[src/rtl/matrix_pkg.sv]
// Shared constants, FSM state type and bus slice helpers for the 4x4 matrix units.
// Latency: n/a (declarations only).
// Backpressure: n/a.
package matrix_pkg;

    localparam int ELEM_W = 16;
    localparam int DIM    = 4;
    localparam int ROW_W  = DIM * ELEM_W;
    localparam int BUS_W  = DIM * DIM * ELEM_W;

    typedef enum logic [1:0] {
        IDLE    = 2'd0,
        COMPUTE = 2'd1,
        DONE    = 2'd2
    } as_state_t;

    // Bit offset of element [r][c] on the module bus.
    function automatic int elem_lsb(input int r, input int c);
        return (r * DIM + c) * ELEM_W;
    endfunction

    // Bit offset of row r on the module bus.
    function automatic int row_lsb(input int r);
        return r * ROW_W;
    endfunction

endpackage

[src/rtl/matrix_add_sub_if.sv]
// Engine <-> add/sub unit bus: operand/command inputs and result/done outputs.
// Latency: n/a (wiring only).
// Backpressure: none; the unit ignores commands while computing.
interface matrix_add_sub_if;
    import matrix_pkg::*;

    logic [BUS_W-1:0] dataIn;
    logic             asEN;
    logic             asRW;
    logic             matDecide;
    logic             add1sub0;
    logic [BUS_W-1:0] dataOut;
    logic             asFleg;

    modport master (
        output dataIn, asEN, asRW, matDecide, add1sub0,
        input  dataOut, asFleg
    );

    modport slave (
        input  dataIn, asEN, asRW, matDecide, add1sub0,
        output dataOut, asFleg
    );
endinterface

[src/rtl/matrix_add_sub_as_row_alu.sv]
// One matrix row of add/sub: DIM parallel signed lanes. Build option MATADD_SATURATE_EN clamps instead of wrapping.
// Latency: combinational.
// Backpressure: none.
module as_row_alu
    import matrix_pkg::*;
(
    input  logic [ROW_W-1:0] row_a_i,
    input  logic [ROW_W-1:0] row_b_i,
    input  logic             add_i,
    output logic [ROW_W-1:0] row_o
);

    for (genvar l = 0; l < DIM; l++) begin : g_lane
        logic [ELEM_W-1:0] a;
        logic [ELEM_W-1:0] b;

        assign a = row_a_i[elem_lsb(0, l) +: ELEM_W];
        assign b = row_b_i[elem_lsb(0, l) +: ELEM_W];

`ifdef MATADD_SATURATE_EN
        // One extra sign bit exposes overflow: the top two bits differ only when the true result left range.
        logic [ELEM_W:0] s;
        assign s = add_i ? ({a[ELEM_W-1], a} + {b[ELEM_W-1], b})
                         : ({a[ELEM_W-1], a} - {b[ELEM_W-1], b});
        assign row_o[elem_lsb(0, l) +: ELEM_W] =
            (s[ELEM_W] != s[ELEM_W-1]) ?
                (s[ELEM_W] ? {1'b1, {(ELEM_W-1){1'b0}}} : {1'b0, {(ELEM_W-1){1'b1}}}) :
                s[ELEM_W-1:0];
`else
        assign row_o[elem_lsb(0, l) +: ELEM_W] = add_i ? (a + b) : (a - b);
`endif
    end

endmodule

[src/rtl/matrix_add_sub.sv]
// 4x4 matrix A+B / A-B unit: loads two operands, computes one row per cycle, flags done. Option: MATADD_SATURATE_EN.
// Latency: start at edge N, rows written at N+1..N+4, asFleg high after N+4.
// Backpressure: none; commands arriving during COMPUTE are dropped.
module matrix_add_sub
    import matrix_pkg::*;
(
    input  logic            clk,
    input  logic            RESET,
    matrix_add_sub_if.slave bus
);

    as_state_t        state_q, state_d;
    logic [1:0]       row_q, row_d;
    logic [BUS_W-1:0] opa_q, opa_d;
    logic [BUS_W-1:0] opb_q, opb_d;
    logic [BUS_W-1:0] dout_q, dout_d;
    logic             flag_q, flag_d;
    logic             add_q, add_d;
    logic [ROW_W-1:0] alu_res;

    as_row_alu u_alu (
        .row_a_i (opa_q[row_lsb(int'(row_q)) +: ROW_W]),
        .row_b_i (opb_q[row_lsb(int'(row_q)) +: ROW_W]),
        .add_i   (add_q),
        .row_o   (alu_res)
    );

    // State and datapath registers; reset wins over any command or pass in flight.
    always_ff @(posedge clk) begin
        if (RESET) begin
            state_q <= IDLE;
            row_q   <= '0;
            opa_q   <= '0;
            opb_q   <= '0;
            dout_q  <= '0;
            flag_q  <= 1'b0;
            add_q   <= 1'b1;
        end else begin
            state_q <= state_d;
            row_q   <= row_d;
            opa_q   <= opa_d;
            opb_q   <= opb_d;
            dout_q  <= dout_d;
            flag_q  <= flag_d;
            add_q   <= add_d;
        end
    end

    // Next state: commands accepted only in IDLE/DONE; COMPUTE walks the rows and ignores the bus.
    always_comb begin
        state_d = state_q;
        row_d   = row_q;
        opa_d   = opa_q;
        opb_d   = opb_q;
        dout_d  = dout_q;
        flag_d  = flag_q;
        add_d   = add_q;

        unique case (state_q)
            IDLE, DONE: begin
                if (bus.asEN) begin
                    flag_d = 1'b0;
                    if (bus.asRW) begin
                        add_d   = bus.add1sub0;
                        row_d   = '0;
                        state_d = COMPUTE;
                    end else begin
                        if (bus.matDecide) opb_d = bus.dataIn;
                        else               opa_d = bus.dataIn;
                        state_d = IDLE;
                    end
                end
            end
            COMPUTE: begin
                // Only the current row changes; later rows keep the previous result until reached.
                dout_d[row_lsb(int'(row_q)) +: ROW_W] = alu_res;
                row_d = row_q + 2'd1;
                if (row_q == 2'(DIM - 1)) begin
                    state_d = DONE;
                    flag_d  = 1'b1;
                end
            end
            default: state_d = IDLE;
        endcase
    end

    assign bus.dataOut = dout_q;
    assign bus.asFleg  = flag_q;

endmodule
[src/flat_wrapper.sv]
// flat-port wrapper written by rule: the top's interface ports become plain ports
module matrix_add_sub_flat import matrix_pkg::*;
  (clk, RESET, bus_dataIn, bus_asEN, bus_asRW, bus_matDecide, bus_add1sub0, bus_dataOut, bus_asFleg);
  matrix_add_sub_if bus_i ();
  input  logic clk;
  input  logic RESET;
  input wire logic [$bits(bus_i.dataIn)-1:0] bus_dataIn;
  input wire logic [$bits(bus_i.asEN)-1:0] bus_asEN;
  input wire logic [$bits(bus_i.asRW)-1:0] bus_asRW;
  input wire logic [$bits(bus_i.matDecide)-1:0] bus_matDecide;
  input wire logic [$bits(bus_i.add1sub0)-1:0] bus_add1sub0;
  output wire logic [$bits(bus_i.dataOut)-1:0] bus_dataOut;
  output wire logic [$bits(bus_i.asFleg)-1:0] bus_asFleg;
  assign bus_i.dataIn = bus_dataIn;
  assign bus_i.asEN = bus_asEN;
  assign bus_i.asRW = bus_asRW;
  assign bus_i.matDecide = bus_matDecide;
  assign bus_i.add1sub0 = bus_add1sub0;
  assign bus_dataOut = bus_i.dataOut;
  assign bus_asFleg = bus_i.asFleg;
  matrix_add_sub u_core (.clk(clk), .RESET(RESET), .bus(bus_i));
endmodule
[config.mk]
export PLATFORM = sky130hd
export DESIGN_NAME = matrix_add_sub_flat
export DESIGN_NICKNAME = d
export VERILOG_FILES = /design/src/rtl/matrix_pkg.sv /design/src/rtl/matrix_add_sub_if.sv /design/src/rtl/matrix_add_sub_as_row_alu.sv /design/src/rtl/matrix_add_sub.sv /design/src/flat_wrapper.sv
export SDC_FILE = /design/constraint.sdc
export NUM_CORES = 2
export LEC_CHECK = 0
export CAP_MARGIN = 20
export CORE_MARGIN = 2
export CORE_UTILIZATION = 30
export CTS_CLUSTER_SIZE = 14
export DETAILED_ROUTE_END_ITERATION = 8
export PLACE_DENSITY = 0.5
export SYNTH_ARGS = -nofsm -noshare
export SYNTH_HDL_FRONTEND = slang
export SYNTH_SLANG_ARGS = --single-unit
[constraint.sdc]
create_clock -name clk -period 6.9 [get_ports clk]
set_input_delay 1.38 -clock clk [delete_from_list [all_inputs] [get_ports clk]]
set_output_delay 1.38 -clock clk [all_outputs]
set_load 0.05 [all_outputs]
-- Word-level counts from Yosys, hierarchy flattened
Cells that the tools add are included.
- bits in registers: 774
- input port bits: 262
- output and inout port bits: 257
- logic and storage cells: 53
- add/subtract/negate cells: 10
- equal/unequal tests: 6
- shifts and indexed selects: 4
- mux-type cells: 15
- bitwise logic cells: 2
- reduce and logical (&&, ||, !) cells: 9
- operators by type and width (cell ; count):
    256-bit by 9-bit variable part select with 64-bit output ; 2
    256-bit bitwise mux ; 1
    64-bit by 33-bit variable shift with 256-bit output, first input constant ; 1
    64-bit by 33-bit variable part select with 256-bit output ; 1
    16-bit adder ; 4
    16-bit two-way mux ; 4
    16-bit subtractor ; 4
    8-bit negation with 33-bit output ; 1
    3-bit AND reduction ; 3
    2-bit two-way mux ; 4
    2-bit case mux with 2 select lines ; 2
    4-bit AND reduction ; 2
    2-bit == test, second input constant ; 2
    2-bit inequality test, second input constant ; 2
    1-bit two-way mux ; 3
    2-bit by 1-bit adder with 2-bit output, second input constant ; 1
    2-bit by 1-bit == test with 1-bit output, second input constant ; 1
    2-bit zero test ; 1
    2-bit by 1-bit inequality test with 1-bit output, second input constant ; 1
    1-bit inverter ; 2
    1-bit case mux with 2 select lines ; 1
    2-bit AND reduction ; 1
    2-bit nonzero test ; 1
    2-bit OR reduction ; 1

-- Logic depth before layout (Yosys ltp)
- depth in word-level cells: 5
- mapped depth: 18
- gate-level depth less buffers: 16

-- Hierarchy
Synthesis repeated with hierarchy kept, for this count alone.
- cell total of the unflattened synthesis: 3820
- area total of the unflattened synthesis: 33701.1 um^2
- by module, submodules not included (module ; instances ; cells each ; area each (um^2) ; seq. area each (um^2)):
    matrix_add_sub ; 1 ; 3252 ; 29590.9 ; 15494.9
    as_row_alu ; 1 ; 568 ; 4110.2 ; 0.0

-- Least setup slack after synthesis
Ideal clock, no wire load.
- kind: register -> register
- start: reg u_core.row_q[0]
- end: reg u_core.dout_q[154] (netlist: u_core.bus.dataOut[154])
- setup time: 0.117 ns
- arrival: 4.435 ns
- data required time: 6.783 ns
- path slack: 2.348 ns
- cell stages (with the launch flop): 16
- path buffers: 6
- clock period less this slack: 4.552 ns
- path through: dfxtp_1 buf_6 buf_4 buf_4 buf_2 clkbuf_1 buf_2 mux4_2 ha_1 fa_1 a21o_1 a21oi_1 o21ai_0 a311o_1 xor2_1 a22o_1
- cells in the longest elaborated chain, start to end: 5
- elaborated cells on any way between the ends: 18
- classes of those cells: 9 x add/sub; 4 x shift; 5 x mux
- RTL lines (element ; RTL line ; source):
    start: declaration ; matrix_add_sub.sv:13 ; logic [1:0] row_q, row_d;
    start signal: assignment ; matrix_add_sub.sv:40 ; row_q <= row_d;
    256-bit by 9-bit variable part select with 64-bit output, on equally long branches ; matrix_add_sub.sv:22, matrix_add_sub.sv:23 ;
    16-bit subtractor or 16-bit adder (tied branches) ; matrix_add_sub_as_row_alu.sv:30 ; assign row_o[elem_lsb(0, l) +: ELEM_W] = add_i ? (a + b) : (a - b);
    16-bit two-way mux ; matrix_add_sub_as_row_alu.sv:30 ;
    64-bit by 33-bit variable part select with 256-bit output ; matrix_add_sub.sv:76 ; dout_d[row_lsb(int'(row_q)) +: ROW_W] = alu_res;
    256-bit bitwise mux * ; matrix_add_sub.sv:76 ;
    end signal: assignment ; matrix_add_sub.sv:43 ; dout_q <= dout_d;
    end: declaration ; matrix_add_sub.sv:16 ; logic [BUS_W-1:0] dout_q, dout_d;
Mark *: on every way between the ends. The rest lies on a longest branch, timed or not.
A chain may end at the register's enable or synchronous reset.

-- Worst setup path after layout
- start: reg u_core.row_q[0]
- end: reg u_core.dout_q[171] (netlist: u_core.bus.dataOut[171])
Same word-level chain as after synthesis.

==> results.json <==
{
  "status": "complete, no violations",
  "switching_power_mw": 2.74,
  "synth.distinct_cells": 65,
  "period_share_pct": 78.0,
  "yosysWarningCount": 0,
  "insertion_delay_ns": 0.68,
  "antenna_found_initial": 31,
  "firstDrtPassIters": 5,
  "num_rows": 121,
  "die_w_um": 336,
  "synthesis.nets": 4165,
  "setup_violations": 0,
  "wl_um": 125000,
  "drtAntennaViolNets": 0,
  "io_buffers": 518,
  "ys_seq_area_share_pct": 46.8,
  "nFillCells": 10993,
  "p_leak_nw": 15.2,
  "cp_top_family": "simple AND/OR/NAND/NOR gates",
  "multi_input_area_um2": 16500,
  "gp_congestion": 0.844,
  "final_cell_mix": "1,087 x nand2_1, 771 x dfxtp_1, 595 x a21oi_1",
  "skew_ns": 0.0444,
  "h-tree-depth": 3,
  "required_ns": 7.50,
  "drt-vias-per-instance": 4.99,
  "setup_tns_ns": 0,
  "numClockSinks": 774,
  "peakVddDrop_v": 0.000161,
  "hold_buffers": 0,
  "power_density_nw_per_um2": 250,
  "area_growth_pct": 29.3,
  "die_area_um2": 113000,
  "cts_setup_buffers": 0,
  "async_flop_share_pct": 0,
  "clock_path_buffers": 3,
  "ios": 519,
  "rsz0062_at_grt": "false",
  "seq_area_um2": 15500,
  "critPathMostFrequentCell": "nor2_1",
  "combPwrFrac_pct": 10.1,
  "arrival_ns": 5.99,
  "max_stage_delay_ns": 0.87,
  "finalInstanceArea_um2": 42800,
  "hold_class": "reg -> reg",
  "cts_root_buf": "clkbuf_16",
  "pwr-share-clk_pct": 46.5,
  "netlist_area_um2": 33100,
  "cts_tree": "built",
  "fin_util_pct": 39.2,
  "switching_share_pct": 25.6,
  "layout_min_cycle_time_ns": 5.39,
  "initial_utilization_pct": 30.3,
  "synth_seq_cells": 774,
  "hold_viol": 0,
  "cp_cell_sequence": "buf_12 -> mux4_2 -> or3_1 -> nor2_1 -> nand2_1 -> nor2_1 -> nor2_1 -> xnor2_1 -> ha_1 -> and2_1 -> a221o_1 -> a41o_1 -> xor2_1 -> a22oi_1 -> nor2_1",
  "start_kind": "flop",
  "die_h_um": 336,
  "final_common_cell": "nand2_1",
  "drive_gt1_share_pct": 8.34,
  "worst_path_max_delay_cell": "dfxtp_4",
  "drt_iter0_drc": 1931,
  "cts.clk_slew.worst_paths_ns": 0.06,
  "track_usage_pct": 21.4,
  "cts_resized": 0,
  "crit_path_end_kind": "flop",
  "grt_pass1_vias": 27017,
  "critPathBufInv": 1,
  "slew_headroom_pct": 23.6,
  "layout.nets": 4547,
  "hpwl_um": 88300,
  "maxCapViolCount": 0,
  "place_area_um2": 39700,
  "grt_pass1_wl_um": 182000,
  "overflow": 0,
  "final-max-slew-violation-count": 0,
  "synth_ff_type": "dfxtp_1",
  "drc": 0,
  "synth-edff-count": 0,
  "grt_max_degree": 199,
  "routed-via-count": 28667,
  "wire_per_inst_um": 21.7,
  "avgSynthCellArea_um2": 8.68,
  "finalPower_mw": 10.7,
  "intPower_mw": 7.97,
  "syn_inst": 3815,
  "fmax_mhz": 186,
  "criticalPathCategory": "reg -> reg",
  "cts_buffers": 90,
  "path_max_fanout": 52,
  "core_um2": 109000,
  "p_seq_share_pct": 43.4,
  "worst_pin_slew_ns": 1.14
}
power groups by stage:
stage,Sequential [mW],Clock (mW),Combinational (mW)
3_5_place_dp,4.74,0,1.09
6_report,4.64,4.98,1.08
3_3_place_gp,4.74,0,1.09
5_1_grt,4.65,5.25,1.18
2_1_floorplan,4.74,0,0.578
4_1_cts,4.64,5.09,1.10
flip-flops by register name, indices dropped and copies added (netlist names):
| signal | flops |
|---|---|
| u_core.opa_q | 256 |
| u_core.row_q | 2 |
| u_core.bus.asFleg | 1 |
| u_core.bus.dataOut | 256 |
| u_core.opb_q | 256 |
| u_core.state_q | 2 |
| u_core.add_q | 1 |
metrics by stage:
step / hold slack [ns] / cells / setup WS [ns]
final: 0.451 / 5748 / 1.51
after global routing: 0.467 / 5746 / 1.15
after CTS: 0.452 / 5743 / 1.53
after detailed placement: 0.439 / 5579 / 1.54
after global placement: 0.436 / 5576 / 1.67
after floorplan: 0.433 / 3815 / 2.35
synthesized netlist by cell type (all sizes together), types with 23 or more instances:
master	n	share of area [%]
nand2	1092	12
dfxtp	774	47
a21oi	599	9.1
clkbuf	244	2.8
nor2	233	2.6
a22oi	130	2.9
mux4	124	8.4
ha	84	3.2
a22o	72	1.9
xnor2	59	1.6
xor2	57	1.5
inv	40	0.45
o21ai	40	0.60
buf	32	0.49
a21o	23	0.52
worst paths after layout:
path / from / cells after the start / slack (ns) / endpoint
worst max-delay path: u_core.row_q[0]$_SDFFE_PP0P_ / 15 / 1.51 / u_core.bus.dataOut[171]$_SDFFE_PP0P_
worst min register to register: u_core.opb_q[174]$_SDFFE_PP0P_ / 2 / 0.45 / u_core.opb_q[174]$_SDFFE_PP0P_
worst max register to register: u_core.row_q[0]$_SDFFE_PP0P_ / 15 / 1.51 / u_core.bus.dataOut[171]$_SDFFE_PP0P_
worst min-delay path: u_core.opb_q[174]$_SDFFE_PP0P_ / 2 / 0.45 / u_core.opb_q[174]$_SDFFE_PP0P_
per-layer routing:
layer,wire [µm],GRT usage [%]
met1,57900,29.3
met2,56300,33.7
met3,7780,5.19
met4,2720,5.13
met5,264,0
layout make-up:
| type | instances | share of cell area, % |
|---|---|---|
| diodes | 3 | 0.0175 |
| repair buffers | 566 | 13.4 |
| clock buffers | 136 | 6.35 |
| well taps | 1476 | 4.31 |
| inverters | 42 | 0.368 |
| clock inverters | 28 | 0.873 |
| multi-input cells | 2723 | 38.5 |
| flip-flops and latches | 774 | 36.2 |
logic make-up (layout without fill, tap and decap cells):
group / after synthesis / in the layout / share of synthesized area [%]
buf+inv: 318 / 772 / 3.74
other cells: 0 / 3 / 0
compound gates: 962 / 962 / 17.4
mux: 130 / 130 / 8.63
fa+ha+maj: 88 / 88 / 3.42
xor+xnor: 116 / 116 / 3.07
flops: 774 / 774 / 46.8
simple gates: 1427 / 1427 / 17.0
worst register-to-register path, delay by kind of cell (launching register included):
family | cells | cell delay, ns
multiplexers | 1 | 0.79
flip-flops | 1 | 0.87
XOR/XNOR | 2 | 0.90
buffers and inverters | 1 | 0.42
AND/OR/NAND/NOR | 7 | 1.33
AO/OA/AOI/OAI | 3 | 0.72
adder cells (fa/ha/maj) | 1 | 0.28
Note: power is estimated with default switching activity, not from simulation.
